--- src/rtl/audio_i2s_receiver_pkg.sv ---
// Shared audio definitions for the I2S receive and transmit paths.
package audio_i2s_receiver_pkg;

  // Default sample width, shared with audio_i2s_driver.
  localparam int AUDIO_DATA_WIDTH = 16;

  // Word-select polarity: LRCK low carries the left slot.
  localparam logic LRCK_LEFT  = 1'b0;
  localparam logic LRCK_RIGHT = 1'b1;

  // One-hot bit placement used when filling a word MSB first.
  function automatic logic [AUDIO_DATA_WIDTH-1:0] place_bit(
    input logic                              bit_val,
    input logic [$clog2(AUDIO_DATA_WIDTH):0] pos
  );
    logic [AUDIO_DATA_WIDTH-1:0] word;
    word = {{(AUDIO_DATA_WIDTH-1){1'b0}}, bit_val};
    return word << pos;
  endfunction

endpackage

--- src/rtl/audio_i2s_receiver_input_sync.sv ---
// Synchronises the asynchronous I2S pins into the system clock domain and
// flags the system-clock cycle in which a rising bit-clock edge is seen.
module i2s_input_sync #(
  parameter int SYNC_STAGES = 2
) (
  input  logic clk_i,
  input  logic rst_i,
  input  logic bck_i,
  input  logic lrck_i,
  input  logic data_i,
  output logic bck_rise_o,
  output logic lrck_o,
  output logic data_o
);

  logic [SYNC_STAGES-1:0] bck_sync_q;
  logic [SYNC_STAGES-1:0] lrck_sync_q;
  logic [SYNC_STAGES-1:0] data_sync_q;
  logic                   bck_hist_q;

  // Shift each pin through its synchroniser chain; keep one bit-clock history flop.
  always_ff @(posedge clk_i) begin
    if (rst_i) begin
      bck_sync_q  <= '0;
      lrck_sync_q <= '0;
      data_sync_q <= '0;
      bck_hist_q  <= 1'b0;
    end else begin
      bck_sync_q  <= {bck_sync_q[SYNC_STAGES-2:0], bck_i};
      lrck_sync_q <= {lrck_sync_q[SYNC_STAGES-2:0], lrck_i};
      data_sync_q <= {data_sync_q[SYNC_STAGES-2:0], data_i};
      bck_hist_q  <= bck_sync_q[SYNC_STAGES-1];
    end
  end

  // Edge decode from flopped values only, so the strobe is glitch-free.
  always_comb begin
    bck_rise_o = bck_sync_q[SYNC_STAGES-1] & ~bck_hist_q;
    lrck_o     = lrck_sync_q[SYNC_STAGES-1];
    data_o     = data_sync_q[SYNC_STAGES-1];
  end

endmodule

--- src/rtl/audio_i2s_receiver.sv ---
// Slave-mode I2S receiver: deserialises left/right slots into parallel words
// and presents each completed pair with a one-cycle valid strobe.
module audio_i2s_receiver
  import audio_i2s_receiver_pkg::*;
#(
  parameter int DATA_WIDTH  = AUDIO_DATA_WIDTH,
  parameter int SYNC_STAGES = 2
) (
  input  logic                  iCLK,
  input  logic                  iRST,
  input  logic                  iAUD_BCK,
  input  logic                  iAUD_LRCK,
  input  logic                  iAUD_ADCDAT,
  output logic [DATA_WIDTH-1:0] o_lsound_in,
  output logic [DATA_WIDTH-1:0] o_rsound_in,
  output logic                  o_valid,
  output logic                  o_short
);

  localparam int              CW       = $clog2(DATA_WIDTH + 1);
  localparam logic [CW-1:0]   CNT_FULL = CW'(DATA_WIDTH);
  localparam logic [CW-1:0]   CNT_TOP  = CW'(DATA_WIDTH - 1);
  localparam logic [CW-1:0]   CNT_ONE  = CW'(1);

  logic bck_rise_s;
  logic lrck_s;
  logic data_s;

  logic                  synced_q,    synced_d;
  logic                  have_left_q, have_left_d;
  logic                  lrck_prev_q, lrck_prev_d;
  logic [CW-1:0]         bit_cnt_q,   bit_cnt_d;
  logic [DATA_WIDTH-1:0] shift_q,     shift_d;
  logic [DATA_WIDTH-1:0] hold_left_q, hold_left_d;
  logic [DATA_WIDTH-1:0] lsound_q,    lsound_d;
  logic [DATA_WIDTH-1:0] rsound_q,    rsound_d;
  logic                  valid_q,     valid_d;
  logic                  short_q,     short_d;

  i2s_input_sync #(
    .SYNC_STAGES (SYNC_STAGES)
  ) u_input_sync (
    .clk_i      (iCLK),
    .rst_i      (iRST),
    .bck_i      (iAUD_BCK),
    .lrck_i     (iAUD_LRCK),
    .data_i     (iAUD_ADCDAT),
    .bck_rise_o (bck_rise_s),
    .lrck_o     (lrck_s),
    .data_o     (data_s)
  );

  // Frame state: slot boundary handling, MSB-first capture and pair hand-off.
  always_comb begin
    synced_d    = synced_q;
    have_left_d = have_left_q;
    lrck_prev_d = lrck_prev_q;
    bit_cnt_d   = bit_cnt_q;
    shift_d     = shift_q;
    hold_left_d = hold_left_q;
    lsound_d    = lsound_q;
    rsound_d    = rsound_q;
    valid_d     = 1'b0;
    short_d     = short_q;

    if (bck_rise_s) begin
      lrck_prev_d = lrck_s;
      if (lrck_s != lrck_prev_q) begin
        // Word-select changed: close the slot that just ended, if we were locked.
        if (synced_q) begin
          case (lrck_prev_q)
            LRCK_LEFT: begin
              hold_left_d = shift_q;
              have_left_d = 1'b1;
            end
            LRCK_RIGHT: begin
              if (have_left_q) begin
                lsound_d = hold_left_q;
                rsound_d = shift_q;
                valid_d  = 1'b1;
              end else begin
                valid_d  = 1'b0;
              end
              have_left_d = 1'b0;
            end
            default: begin
              have_left_d = 1'b0;
            end
          endcase
          if (bit_cnt_q < CNT_FULL) begin
            short_d = 1'b1;
          end else begin
            short_d = short_q;
          end
        end else begin
          short_d = short_q;
        end
        // The bit on the boundary rise is the one-BCK I2S delay and is dropped.
        shift_d   = '0;
        bit_cnt_d = '0;
        synced_d  = 1'b1;
      end else if (synced_q && (bit_cnt_q < CNT_FULL)) begin
        shift_d   = shift_q | place_bit(data_s, CNT_TOP - bit_cnt_q);
        bit_cnt_d = bit_cnt_q + CNT_ONE;
      end else begin
        // Unlocked, or slot already full: surplus LSBs are truncated.
        shift_d = shift_q;
      end
    end else begin
      lrck_prev_d = lrck_prev_q;
    end
  end

  // State and output registers with synchronous reset.
  always_ff @(posedge iCLK) begin
    if (iRST) begin
      synced_q    <= 1'b0;
      have_left_q <= 1'b0;
      lrck_prev_q <= LRCK_LEFT;
      bit_cnt_q   <= '0;
      shift_q     <= '0;
      hold_left_q <= '0;
      lsound_q    <= '0;
      rsound_q    <= '0;
      valid_q     <= 1'b0;
      short_q     <= 1'b0;
    end else begin
      synced_q    <= synced_d;
      have_left_q <= have_left_d;
      lrck_prev_q <= lrck_prev_d;
      bit_cnt_q   <= bit_cnt_d;
      shift_q     <= shift_d;
      hold_left_q <= hold_left_d;
      lsound_q    <= lsound_d;
      rsound_q    <= rsound_d;
      valid_q     <= valid_d;
      short_q     <= short_d;
    end
  end

  // Outputs come straight from registers.
  always_comb begin
    o_lsound_in = lsound_q;
    o_rsound_in = rsound_q;
    o_valid     = valid_q;
    o_short     = short_q;
  end

endmodule

--- config.mk ---
export PLATFORM = sky130hd
export DESIGN_NAME = audio_i2s_receiver
export DESIGN_NICKNAME = d
export VERILOG_FILES = /design/src/rtl/audio_i2s_receiver_pkg.sv /design/src/rtl/audio_i2s_receiver_input_sync.sv /design/src/rtl/audio_i2s_receiver.sv
export SDC_FILE = /design/constraint.sdc
export NUM_CORES = 1
export LEC_CHECK = 0
export CORE_MARGIN = 1
export CORE_UTILIZATION = 59
export DETAILED_ROUTE_END_ITERATION = 7
export GPL_TIMING_DRIVEN = 1
export PLACE_DENSITY = 0.86
export SLEW_MARGIN = 20
export SYNTH_ARGS = -nofsm -noshare
export SYNTH_HDL_FRONTEND = slang
export SYNTH_SLANG_ARGS = --single-unit
export TNS_END_PERCENT = 10
--- constraint.sdc ---
create_clock -name iCLK -period 2.8 [get_ports iCLK]
set_input_delay 0.84 -clock iCLK [delete_from_list [all_inputs] [get_ports iCLK]]
set_output_delay 0.84 -clock iCLK [all_outputs]
set_load 0.05 [all_outputs]
# Yosys cells after proc, flatten, opt, wreduce, memory -nomap -nowiden
# Index checks and enable logic that the tools add are counted.
[word_totals] mem_count=0 mem_bits_rw=0 register_bits=81 in_bits=5 romBits=0 wordCells=41 latchBits=0 output_inout_bits=34
[op_classes] div=0 addsub=2 n_bitwise=7 muxes=6 reduce_logical=9 n_eq_ne=1 multipliers=0 order_cmp=1 shift=1
[ops] cell="2-to-1 mux 16 bit" n=2
[ops] cell="OR 16 bit" n=1
[ops] cell="<< shifter 1 x 5 -> 16 bit" n=1
[ops] cell="2-to-1 mux 5 bit" n=2
[ops] cell="AND reduction 4 bit" n=2
[ops] cell="adder 5 x 1 -> 5 bit (second input constant)" n=1
[ops] cell="less-than comparator 5 bit (second input constant)" n=1
[ops] cell="inverter 1 bit" n=5
[ops] cell="AND reduction 5 bit" n=1
[ops] cell="OR reduction 5 bit" n=1
[ops] cell="subtractor 4 x 5 -> 5 bit (first input constant)" n=1
[ops] cell="AND reduction 2 bit" n=2
[ops] cell="AND reduction 3 bit" n=1
[ops] cell="one-hot mux 1 bit (2 select lines)" n=1
[ops] cell="nonzero test 2 bit" n=1
[ops] cell="bitwise AND 1 bit" n=1
[ops] cell="logical AND 1 bit" n=1
[ops] cell="2-to-1 mux 1 bit" n=1
[ops] cell="inequality test 1 bit" n=1

# Longest topological paths before layout
[logic_depth] depth_word=5 ltp_mapped=6 mapped_depth_nobuf=4

# By module
# From an unflattened synthesis, not the netlist that was laid out.
[hier_totals] cells_unflattened=378 hier_area_um2=3385.7
[modules_own_cells] mod="audio_i2s_receiver" cells_per_inst=363 n_inst=1 area_per_inst_um2=3195.6 seq_area_each_um2=1481.4
[modules_own_cells] mod="i2s_input_sync" cells_per_inst=15 n_inst=1 area_per_inst_um2=190.2 seq_area_each_um2=140.1

# Worst setup path after synthesis
# Ideal clock, no wire load.
[synth_path] kind="input-to-reg" start="input port iRST" end="register have_left_q" t_required_ns=2.668 path_slack_ns=1.184 n_path_buf=3 path_stages=4 setup_time_ns=0.132 arrival_time_ns=1.483 path_cell_list="buf_2 -> buf_2 -> clkbuf_1 -> a21oi_1"
[synth_lines] item="from (decl)" line_no="audio_i2s_receiver.sv:10" text="input logic iRST,"
[synth_lines] item="to (signal assigned)" line_no="audio_i2s_receiver.sv:129" text="have_left_q <= have_left_d;"
[synth_lines] item="to (decl)" line_no="audio_i2s_receiver.sv:30" text="logic have_left_q, have_left_d;"
# No word-level cell between the ends.

# Worst setup path after layout
[layout_path] start="register rsound_q[12] (netlist: o_rsound_in[12])" end="output port o_rsound_in[12]"
[layout_lines] item="from (decl)" line_no="audio_i2s_receiver.sv:36" text="logic [DATA_WIDTH-1:0] rsound_q, rsound_d;"
[layout_lines] item="from (signal assigned)" line_no="audio_i2s_receiver.sv:135" text="rsound_q <= rsound_d;"
[layout_lines] item="to (decl)" line_no="audio_i2s_receiver.sv:15" text="output logic [DATA_WIDTH-1:0] o_rsound_in,"
# No word-level cell between the ends.

==> results.txt <==
total half-perimeter wirelength after legalization and detailed placement = 4517 um
destination of the critical timing path = o_rsound_in[12]
initial standard-cell utilization of the core = 0.6296
via count of the first global-routing pass = 2,431
startpoint of the most critical setup path = o_rsound_in[12]
total leakage power = 1.197 nW
Critical Path Stages = 1
number of buffers between clock root and the deepest sink = 2
die boundary height = 77.00 um
Post-Syn Area per Cell = 9.321 um^2
buffering stage count on the worst path with inverters included = 1
fraction of the mapped netlist area in simple logic gates = 0.2025
share of post-route cells with drive strength above 1 = 0.08031
detail-routed via count per cell = 5.695
post-synthesis cell type count = 44
number of hold violations in the final report = 0
area of the mapped netlist = 3318 um^2
DR DRC count = 0
number of inserted diodes = 0
source-to-sink clock delay at the later pin of the worst-skew pair = 350 ps
syn_nets = 362
slowest stage cell on the critical path = sky130_fd_sc_hd__clkdlybuf4s50_1
Top Ports = 39
Peak Freq = 0.4264 GHz
number of violations of the max-capacitance limit = 0
final-report max-slew violation count = 0
XOR/XNOR share of the synthesized area = 0.007541
number of violations reported at the end of detailed-routing iteration 0 = 169
Resized cells post-CTS = 0
critical path's top delay family = buffers and inverters
share of the clock period used by the worst path after layout = 0.8376
final period demand of the worst path = 2345 ps
most common flop cell mapped by yosys = sky130_fd_sc_hd__dfxtp_1
routed wire length per instance = 14.76 um
Initial DRT Pass Iterations = 4
total detailed-routing wirelength = 6730 um
critical-path cell list = clkdlybuf4s50_1
async set-reset flop share out of synthesis = 0
capture instance of the worst register-to-register path = o_rsound_in[1]
outcome = finished clean
Post-layout nets = 387
slowest cell delay on critical path = 810 ps
power density cells = 516.9 nW/um^2
worst hold path type = reg2reg
Worst R2R Start = synced_q
instance area after placement = 3667 um^2
grt total ovfl = 0
number of fillers in the final layout = 426
clock root cell = sky130_fd_sc_hd__clkbuf_8
Critical Path Fanout Max = 2
maximum level of the CTS H-tree = 3
die area = 5928 um^2
pin count of the biggest net entering global routing = 50
via count of the routed design = 2,597
number of standard cells after synthesis = 356
RSZ-0062 raised after global routing = no
count of state elements after synthesis = 81
slack of the worst reg-to-reg path = 930 ps
total core area = 5270 um^2
number of enable flip-flop cells after synthesis = 0
multiplexer share of the synthesized area = 0.05430
total number of clock tree sinks = 81
worst-case vdd ir drop = 0.3908 mV
nature of the critical path startpoint = flop
clock transition at the registers of the reported paths = 80 ps
Slew @ Worst Pin = 640.0 ps
compound-gate portion of the synthesized area = 0.1829
kind of critical path = reg2out
synthesized-area fraction occupied by adder cells = 0.003771
antenna-violating nets left = 0
number of setup buffers added after CTS = 0
critical path capture point type = output port
Setup TNS = 0 ps
Total GRT Usage = 0.2483
Worst EP arrival = 1510 ps
TritonCTS clock tree = done
dominant combinational cell family by area after synthesis = simple AND/OR/NAND/NOR gates
overall die width = 77.00 um
RePlAce Congestion = 0.8271
post-route total power = 1.990 mW
number of input and output port buffers inserted = 38
max_slew headroom = 0.5734
worst clock skew on the final layout = 5.540 ps
Final Instance Area = 3850 um^2
FP Rows = 26
count of final setup violators = 0
first-pass GRT wire length = 11,510 um
clock buffers created by TritonCTS = 9
count of hold-fix buffers inserted at cts = 0
worst reg-to-reg path cell count = 4
layout overhead on the synthesized area = 16.03%
antenna violations before repair = 0
Ys Warns = 0
required time worst endpoint = 1960 ps
portion of the post-synthesis area used by sequential elements = 0.4887
[Yosys cell counts (2+ instances only)]
cell | number | share of area
sky130_fd_sc_hd__nor2_1 | 5 | 0.0057
sky130_fd_sc_hd__o2111ai_1 | 2 | 0.0053
sky130_fd_sc_hd__and2_1 | 2 | 0.0038
sky130_fd_sc_hd__nor2b_1 | 10 | 0.019
sky130_fd_sc_hd__o211ai_1 | 2 | 0.0045
sky130_fd_sc_hd__nand3_1 | 35 | 0.053
sky130_fd_sc_hd__inv_1 | 7 | 0.0079
sky130_fd_sc_hd__nand2_1 | 6 | 0.0068
sky130_fd_sc_hd__and3b_1 | 2 | 0.0053
sky130_fd_sc_hd__nand2b_1 | 36 | 0.068
sky130_fd_sc_hd__buf_6 | 3 | 0.010
sky130_fd_sc_hd__o2bb2ai_1 | 12 | 0.032
sky130_fd_sc_hd__mux2i_1 | 18 | 0.054
sky130_fd_sc_hd__o21ai_0 | 38 | 0.057
sky130_fd_sc_hd__a21oi_1 | 41 | 0.062
sky130_fd_sc_hd__clkbuf_1 | 17 | 0.019
sky130_fd_sc_hd__and4bb_2 | 2 | 0.0075
sky130_fd_sc_hd__nand3b_1 | 3 | 0.0068
sky130_fd_sc_hd__dfxtp_1 | 81 | 0.49
sky130_fd_sc_hd__nor3b_1 | 2 | 0.0045
sky130_fd_sc_hd__buf_2 | 9 | 0.014
[stage by stage]
stage,hold WS (ps),instances,utilization,setup slack [ps]
after CTS,452.7,456,0.7305,433.1
after detailed placement,429.1,440,0.6959,808.5
after floorplan,413.8,356,-,1184
after global placement,417.7,440,0.6959,850.0
after global routing,465.1,456,0.7305,398.8
final,448.7,456,0.7305,454.7
[where the power goes]
| group | internal, mW | switching (mW) | leakage [nW] |
|---|---|---|---|
| clock network | 0.369 | 0.406 | 0.0846 |
| registers | 1.16 | 0.00509 | 0.653 |
| logic | 0.0222 | 0.0318 | 0.458 |
[routing by layer]
layer	track usage	routed length (um)	up-vias
met5	0	0	-
met4	0.07736	111	0
met3	0.07976	271	12
met2	0.4054	3214	50
met1	0.3115	3133	1232
li1	-	-	1303
[cell usage in the layout (no fill, tap or decap), types with 2 or more instances in the layout]
cell type                         Yosys  final
sky130_fd_sc_hd__mux2i_1             18     18
sky130_fd_sc_hd__nor2b_1             10     10
sky130_fd_sc_hd__a21oi_1             41     41
sky130_fd_sc_hd__nand3b_1             3      3
sky130_fd_sc_hd__nor3b_1              2      2
sky130_fd_sc_hd__o2bb2ai_1           12     12
sky130_fd_sc_hd__nand3_1             35     35
sky130_fd_sc_hd__clkbuf_8             0     11
sky130_fd_sc_hd__and4bb_2             2      2
sky130_fd_sc_hd__nor2_1               5      5
sky130_fd_sc_hd__inv_1                7      7
sky130_fd_sc_hd__clkinvlp_4           0      3
sky130_fd_sc_hd__dfxtp_1             81     81
sky130_fd_sc_hd__buf_4                1      8
sky130_fd_sc_hd__and3b_1              2      2
sky130_fd_sc_hd__clkdlybuf4s50_1      0     37
sky130_fd_sc_hd__o2111ai_1            2      2
sky130_fd_sc_hd__o211ai_1             2      2
sky130_fd_sc_hd__nand2_1              6      6
sky130_fd_sc_hd__o21ai_0             38     38
sky130_fd_sc_hd__nand2b_1            36     36
sky130_fd_sc_hd__and2_1               2      2
[flip-flops by register name, summed over array words and instances, names as in the netlist]
register and cells:
u_input_sync.bck_hist_q 1, o_valid 1, u_input_sync.bck_sync_q 2, bit_cnt_q 5, o_lsound_in 16, hold_left_q 16, u_input_sync.data_sync_q 2, o_short 1
o_rsound_in 16, have_left_q 1, shift_q 16, lrck_prev_q 1, synced_q 1, u_input_sync.lrck_sync_q 2
[worst min-delay path by stage]
stage	from	to	slack (ps)	depth (start not counted)
2_1_floorplan	u_input_sync.bck_sync_q[0]	u_input_sync.bck_sync_q[1]	410	1
3_3_place_gp	u_input_sync.bck_sync_q[0]	u_input_sync.bck_sync_q[1]	420	1
3_5_place_dp	u_input_sync.bck_sync_q[0]	u_input_sync.bck_sync_q[1]	430	1
4_1_cts	u_input_sync.bck_sync_q[0]	u_input_sync.bck_sync_q[1]	450	1
5_1_grt	u_input_sync.data_sync_q[0]	u_input_sync.data_sync_q[1]	470	1
6_report	u_input_sync.bck_sync_q[0]	u_input_sync.bck_sync_q[1]	450	1
[cell type report]
| type | count | area, um^2 | share of cell area |
|---|---|---|---|
| clock inverter | 4 | 27.53 | 0.007150 |
| multi-input combinational | 236 | 1496 | 0.3887 |
| tap | 70 | 87.58 | 0.02275 |
| clock buffer | 12 | 155.1 | 0.04030 |
| sequential | 81 | 1622 | 0.4212 |
| inverter | 7 | 26.28 | 0.006825 |
| timing repair buffer | 46 | 435.4 | 0.1131 |
[logic make-up (layout without fill, tap and decap cells)]
family | count (synthesis) | in the layout
flops | 81 | 81
fa+ha+maj | 1 | 1
buf+inv | 39 | 69
compound gates | 103 | 103
xor+xnor | 2 | 2
simple gates | 112 | 112
mux | 18 | 18
(Power assumes the default switching activity.)
